$ cat src/rtl/muxn_pipe_reg.sv
// -----------------------------------------------------------------------------
// muxn_pipe_reg
//
// Purpose:
//   N-input, WIDTH-bit selector followed by a pipeline register. It is used as
//   an operand/forwarding select at a datapath stage boundary. It adds
//   stall (hold), flush (bubble), a registered valid bit and a sticky
//   illegal-select flag. Select codes at or above NUM_IN return DEFAULT_VAL,
//   so the select path never holds state between edges.
//
// Optional feature (macro MUX_ERR_CNT_EN):
//   defined   -> err_cnt is a saturating 8-bit count of illegal-select events.
//   undefined -> err_cnt is tied to 8'd0 and no counter flops exist.
//
// Ports:
//   clk        in   1             rising-edge clock
//   rst_n      in   1             asynchronous active-low reset
//   in_flat    in   NUM_IN*WIDTH  input k = in_flat[k*WIDTH +: WIDTH]
//   sel        in   SEL_W         binary select
//   in_valid   in   1             upstream stage holds a valid instruction
//   stall      in   1             hold the output register
//   flush      in   1             kill the output register (bubble)
//   err_clr    in   1             clear sticky error flag / counter
//   out        out  WIDTH         registered selected data
//   out_valid  out  1             registered valid
//   sel_err    out  1             sticky illegal-select flag
//   err_cnt    out  8             illegal-select event count
//
// Valid semantics: there is no backpressure handshake. in_valid qualifies the
// data presented on in_flat/sel. It is captured into out_valid on every
// non-stalled, non-flushed edge. stall freezes out/out_valid. flush forces a
// bubble (out_valid=0) and takes priority over stall.
// -----------------------------------------------------------------------------
module muxn_pipe_reg #(
    parameter int               WIDTH       = 32,
    parameter int               NUM_IN      = 3,
    parameter int               SEL_W       = 2,
    parameter logic [WIDTH-1:0] DEFAULT_VAL = '0,
    parameter logic [WIDTH-1:0] FLUSH_VAL   = '0
) (
    input  logic                    clk,
    input  logic                    rst_n,
    input  logic [NUM_IN*WIDTH-1:0] in_flat,
    input  logic [SEL_W-1:0]        sel,
    input  logic                    in_valid,
    input  logic                    stall,
    input  logic                    flush,
    input  logic                    err_clr,
    output logic [WIDTH-1:0]        out,
    output logic                    out_valid,
    output logic                    sel_err,
    output logic [7:0]              err_cnt
);

    // ------------------------------------------------------------------
    // Elaboration-time parameter checks
    // ------------------------------------------------------------------
    if ((2 ** SEL_W) < NUM_IN) begin : g_sel_w_check
        $error("muxn_pipe_reg: SEL_W=%0d cannot address NUM_IN=%0d inputs", SEL_W, NUM_IN);
    end
    if (NUM_IN < 2 || NUM_IN > 8) begin : g_num_in_check
        $error("muxn_pipe_reg: NUM_IN=%0d outside 2..8", NUM_IN);
    end
    if (WIDTH < 1 || WIDTH > 64) begin : g_width_check
        $error("muxn_pipe_reg: WIDTH=%0d outside 1..64", WIDTH);
    end

    // ------------------------------------------------------------------
    // Combinational select
    // ------------------------------------------------------------------
    logic [31:0]      sel_ext;
    logic [WIDTH-1:0] pick;
    logic             ill;

    // A fixed 32-bit view of sel keeps the comparisons against integer
    // constants width-clean for any SEL_W.
    assign sel_ext = 32'(sel);

    always_comb begin
        pick = DEFAULT_VAL;
        for (int k = 0; k < NUM_IN; k++) begin
            if (sel_ext == 32'(k)) begin
                pick = in_flat[k*WIDTH +: WIDTH];
            end
        end
    end

    // An illegal select only counts when it would actually be loaded. When
    // NUM_IN == 2**SEL_W the comparison is constant-false.
    assign ill = in_valid & ~stall & ~flush & (sel_ext >= 32'(NUM_IN));

    // ------------------------------------------------------------------
    // Output register: flush > stall > load
    // ------------------------------------------------------------------
    logic [WIDTH-1:0] out_d,       out_q;
    logic             out_valid_d, out_valid_q;
    logic             sel_err_d,   sel_err_q;

    always_comb begin
        out_d       = out_q;
        out_valid_d = out_valid_q;
        if (flush) begin
            out_d       = FLUSH_VAL;
            out_valid_d = 1'b0;
        end else if (!stall) begin
            out_d       = pick;
            out_valid_d = in_valid;
        end
    end

    // Set wins over clear so an event in the clearing cycle is not lost.
    always_comb begin
        sel_err_d = sel_err_q;
        if (ill) begin
            sel_err_d = 1'b1;
        end else if (err_clr) begin
            sel_err_d = 1'b0;
        end
    end

    always_ff @(posedge clk or negedge rst_n) begin
        if (!rst_n) begin
            out_q       <= FLUSH_VAL;
            out_valid_q <= 1'b0;
            sel_err_q   <= 1'b0;
        end else begin
            out_q       <= out_d;
            out_valid_q <= out_valid_d;
            sel_err_q   <= sel_err_d;
        end
    end

    assign out       = out_q;
    assign out_valid = out_valid_q;
    assign sel_err   = sel_err_q;

    // ------------------------------------------------------------------
    // Optional illegal-select event counter
    // ------------------------------------------------------------------
`ifdef MUX_ERR_CNT_EN
    logic [7:0] err_cnt_d, err_cnt_q;

    // Clear restarts the count. An event in the same cycle becomes the
    // first count. Otherwise increment, saturating at 255.
    always_comb begin
        err_cnt_d = err_cnt_q;
        if (err_clr) begin
            err_cnt_d = ill ? 8'd1 : 8'd0;
        end else if (ill && (err_cnt_q != 8'hFF)) begin
            err_cnt_d = err_cnt_q + 8'd1;
        end
    end

    always_ff @(posedge clk or negedge rst_n) begin
        if (!rst_n) begin
            err_cnt_q <= 8'd0;
        end else begin
            err_cnt_q <= err_cnt_d;
        end
    end

    assign err_cnt = err_cnt_q;
`else
    assign err_cnt = 8'd0;
`endif

endmodule

$ cat config.mk
export PLATFORM = sky130hd
export DESIGN_NAME = muxn_pipe_reg
export DESIGN_NICKNAME = d
export VERILOG_FILES = /design/src/rtl/muxn_pipe_reg.sv
export SDC_FILE = /design/constraint.sdc
export NUM_CORES = 1
export LEC_CHECK = 0
export BUFFER_PORTS_ARGS = -buffer_cell sky130_fd_sc_hd__buf_2
export CAP_MARGIN = 40
export CORE_UTILIZATION = 40
export CTS_BUF_LIST = sky130_fd_sc_hd__clkbuf_4 sky130_fd_sc_hd__clkbuf_8 sky130_fd_sc_hd__clkbuf_16
export CTS_CLUSTER_DIAMETER = 40
export DETAILED_ROUTE_END_ITERATION = 8
export GPL_TIMING_DRIVEN = 0
export HOLD_SLACK_MARGIN = 0.02
export PLACE_DENSITY = 0.74
export SLEW_MARGIN = 30
export SYNTH_ARGS = -nofsm -noshare
export SYNTH_HDL_FRONTEND = slang
export SYNTH_SLANG_ARGS = --single-unit
$ cat constraint.sdc
create_clock -name clk -period 1 [get_ports clk]
set_input_delay 0.05 -clock clk [delete_from_list [all_inputs] [get_ports clk]]
set_output_delay 0.05 -clock clk [all_outputs]
set_load 0.05 [all_outputs]
==> flow_metrics.env <==
export IMPL_status="complete, but fails checks"
export IMPL_violations="hold timing"
export IMPL_setup_tns_final_ns=0
export IMPL_pwr_share_comb_pct=36.1
export IMPL_worst_slew_pin_slew_ns=0.7855
export IMPL_hold_end="out[4]"
export IMPL_worstPathArrival_ns=0.92
export IMPL_ys_types=23
export IMPL_setup_viol=0
export IMPL_io_buffer_count=135
export IMPL_cp_end_kind="primary output"
export IMPL_antenna_found_initial=0
export IMPL_syn_area_um2=2521
export IMPL_clock_sinks=34
export IMPL_rsz0062_at_grt="no"
export IMPL_grt_start_max_net_pins=35
export IMPL_clockRootBuffer="clkbuf_8"
export IMPL_antenna_cells=0
export IMPL_pwr_share_clk_pct=25.9
export IMPL_power_leakage_nw=1.591
export IMPL_pwr_share_seq_pct=38.0
export IMPL_synth_seq_cells=34
export IMPL_h_tree_depth=2
export IMPL_ant_nets=0
export IMPL_whs_ns=-0.01677
export IMPL_fin_crit_sh_pct=96.84
export IMPL_drv_slew=0
export IMPL_crit_chain="buf_2"
export IMPL_busiest_layer="met2"
export IMPL_grt_ovfl_total=0
export IMPL_post_place_ws_ns=-0.1566
export IMPL_r2r_end="out[11]"
export IMPL_drt_first_iter_violations=47
export IMPL_core_area_um2=5991
export IMPL_grt_util_met2_pct=37.25
export IMPL_intPower_w=0.002609
export IMPL_drive_gt1_share_pct=76.80
export IMPL_cp_required_ns=0.95
export IMPL_setup_slack_ns=0.03160
export IMPL_grt_pass1_wl_mm=10.59
export IMPL_finClkSkew_ns=0
export IMPL_max_slew_margin_pct=47.63
export IMPL_fp_dieH_um=81.39
export IMPL_synthCells=235
export IMPL_die_area_um2=6624
export IMPL_drtPass1Iterations=4
export IMPL_io_pins=146
export IMPL_holdPathStages=2
export IMPL_grt_usage_pct=21.20
export IMPL_nets=491
export IMPL_crit_type="flop to primary output"
export IMPL_grt_pass1_vias=2274
export IMPL_cts_clk_slew_worst_paths_ns=0.07
export IMPL_groute_layer_met1_usage_pct=25.86
export IMPL_vdd_drop_max_mv=0.5454
export IMPL_totalWireLength_mm=6.782
export IMPL_start_util_pct=42.08
export IMPL_reg2regPathDepth=2
export IMPL_slowest_stage="dfrtp_2"
export IMPL_synth_avg_cell_area_um2=10.73
export IMPL_min_path_type="primary input to flop"
export IMPL_yosysTopAreaCell="dfrtp_1"
export IMPL_numPlacedInstances=452
export IMPL_drc=0
export IMPL_cts_path_max_buffers=2
export IMPL_clock_latency_ns=0.28
export IMPL_synth_top_area_share_pct=33.75
export IMPL_worst_path_buf_inv=1
export IMPL_dpl_hpwl_mm=5.215
export IMPL_period_needed_ns=0.9684
export IMPL_met3_usage_pct=5.169
export IMPL_maxCapViolations=0
export IMPL_path_max_fanout=2
export IMPL_r2r_start="out[11]"
export IMPL_crit_family="flip-flops"
export IMPL_vias_per_cell=5.002
export IMPL_die_w_um=81.39
export IMPL_yosys_top_cells_area="dfrtp_1, a2111oi_2, a211oi_2"
export IMPL_r2r_slack_ns=0.09
export IMPL_gp_congestion=0.7516
export IMPL_power_density_nw_per_um2=1163
export IMPL_p_switching_w=0.001487
export IMPL_hold_viol=4
export IMPL_worstHoldStart="stall"
export IMPL_yosysSeqAreaShare_pct=33.75
export IMPL_avgRoutedWirePerCell_um=14.65
export IMPL_placementRows=28
export IMPL_cts_made_buffers=5
export IMPL_start_kind="flop"
export IMPL_fmax_mhz=1033
export IMPL_num_vias=2316
export IMPL_area_delta_synth_final_pct=39.70
export IMPL_yosys_warnings=0
export IMPL_cts_tree="yes"
export IMPL_stdcell_count=463
export IMPL_p_sw_share_pct=36.31
export IMPL_slowest_delay_ns=0.37
[metrics by stage]
step / cell area [µm²] / hold slack [ns] / total power [W] / util, %
floorplan: 2601 / -0.2456 / 0.002595 / -
global placement: 3371 / 0.1673 / 0.003012 / 56.27
detailed placement: 3371 / 0.1791 / 0.003042 / 56.27
CTS: 3482 / -0.1277 / 0.004120 / 58.12
global route: 3522 / -0.01031 / 0.004299 / 58.79
finish: 3522 / -0.01677 / 0.004096 / 58.79
[kinds of logic after synthesis]
family	count (synthesis)	synth area share, %
compound gates	97	40.74
buf+inv	66	15.63
simple gates	36	9.330
flops	34	33.75
mux	1	0.3970
other cells	1	0.1487
[how the worst max path moves through the flow]
stage | slack (ns) | cells past startpoint | end | from
after floorplan | -0.02 | 2 | out[2] | out[2]
after global placement | -0.11 | 6 | out[16] | sel[1]
after detailed placement | -0.16 | 5 | out[11] | stall
after CTS | 0.01 | 1 | out[9] | out[9]
after global routing | 0.001 | 1 | out[9] | out[9]
final | 0.03 | 1 | out[8] | out[8]
[layout make-up]
cell class | count | area, µm²
fill | 529 | 2469
multi-input combinational | 142 | 1313
sequential | 34 | 890.9
timing repair buffer | 138 | 735.7
buffer | 32 | 270.3
inverter | 34 | 127.6
tap | 75 | 93.84
clock buffer | 8 | 91.34
[power by group through the flow]
stage,combinational (W),sequential [W],clock (W)
global route,0.00158,0.00157,0.00115
CTS,0.00147,0.00156,0.00109
global placement,0.00143,0.00158,0
finish,0.00148,0.00156,0.00106
floorplan,0.000653,0.00194,0
detailed placement,0.00146,0.00158,0
[registers in the layout, summed over array words and instances (netlist names)]
name / cells
out: 32
out_valid: 1
sel_err: 1
[metal layers]
metal  up-vias  part of all wire [%]  routed length (µm)
li1       1144                     -                   -
met1      1080                    41                2776
met2        88                    52                3512
met3         4                   6.8                 458
met4         0                  0.52                  35
met5         -                     0                   0
[layout by cell type, fill, tap and decap left out, drive strengths merged]
cell,Yosys,routed
a211oi,32,32
nand2b,1,1
conb,1,8
nor2,1,1
inv,34,34
mux2i,1,1
dfrtp,34,34
and2b,6,6
clkbuf,5,17
a21oi,32,32
a2111oi,32,32
nand4b,1,1
nor2b,26,26
dlygate4sd3,0,2
buf,27,159
or2,1,1
o22ai,1,1
[cells in the mapped netlist]
cell	count
nand4b_1	1
conb_1	1
a2111oi_1	2
a21oi_1	32
inv_2	1
buf_2	9
buf_4	8
buf_6	6
inv_1	33
clkbuf_1	5
and2b_1	6
a211oi_2	30
o22ai_1	1
nor2b_1	26
nor2_1	1
a211oi_1	2
mux2i_1	1
a2111oi_2	30
dfrtp_1	34
buf_8	1
nand2b_1	1
buf_12	3
or2_4	1
[repair_timing]
action | in CTS | in global routing
setup endpoints to repair | 0 | 8
setup buffers | 0 | 0
hold buffers | 2 | 1
endpoints found under the hold margin | 39 | 20
gates resized for setup | 0 | 6
(Power assumes the default switching activity.)
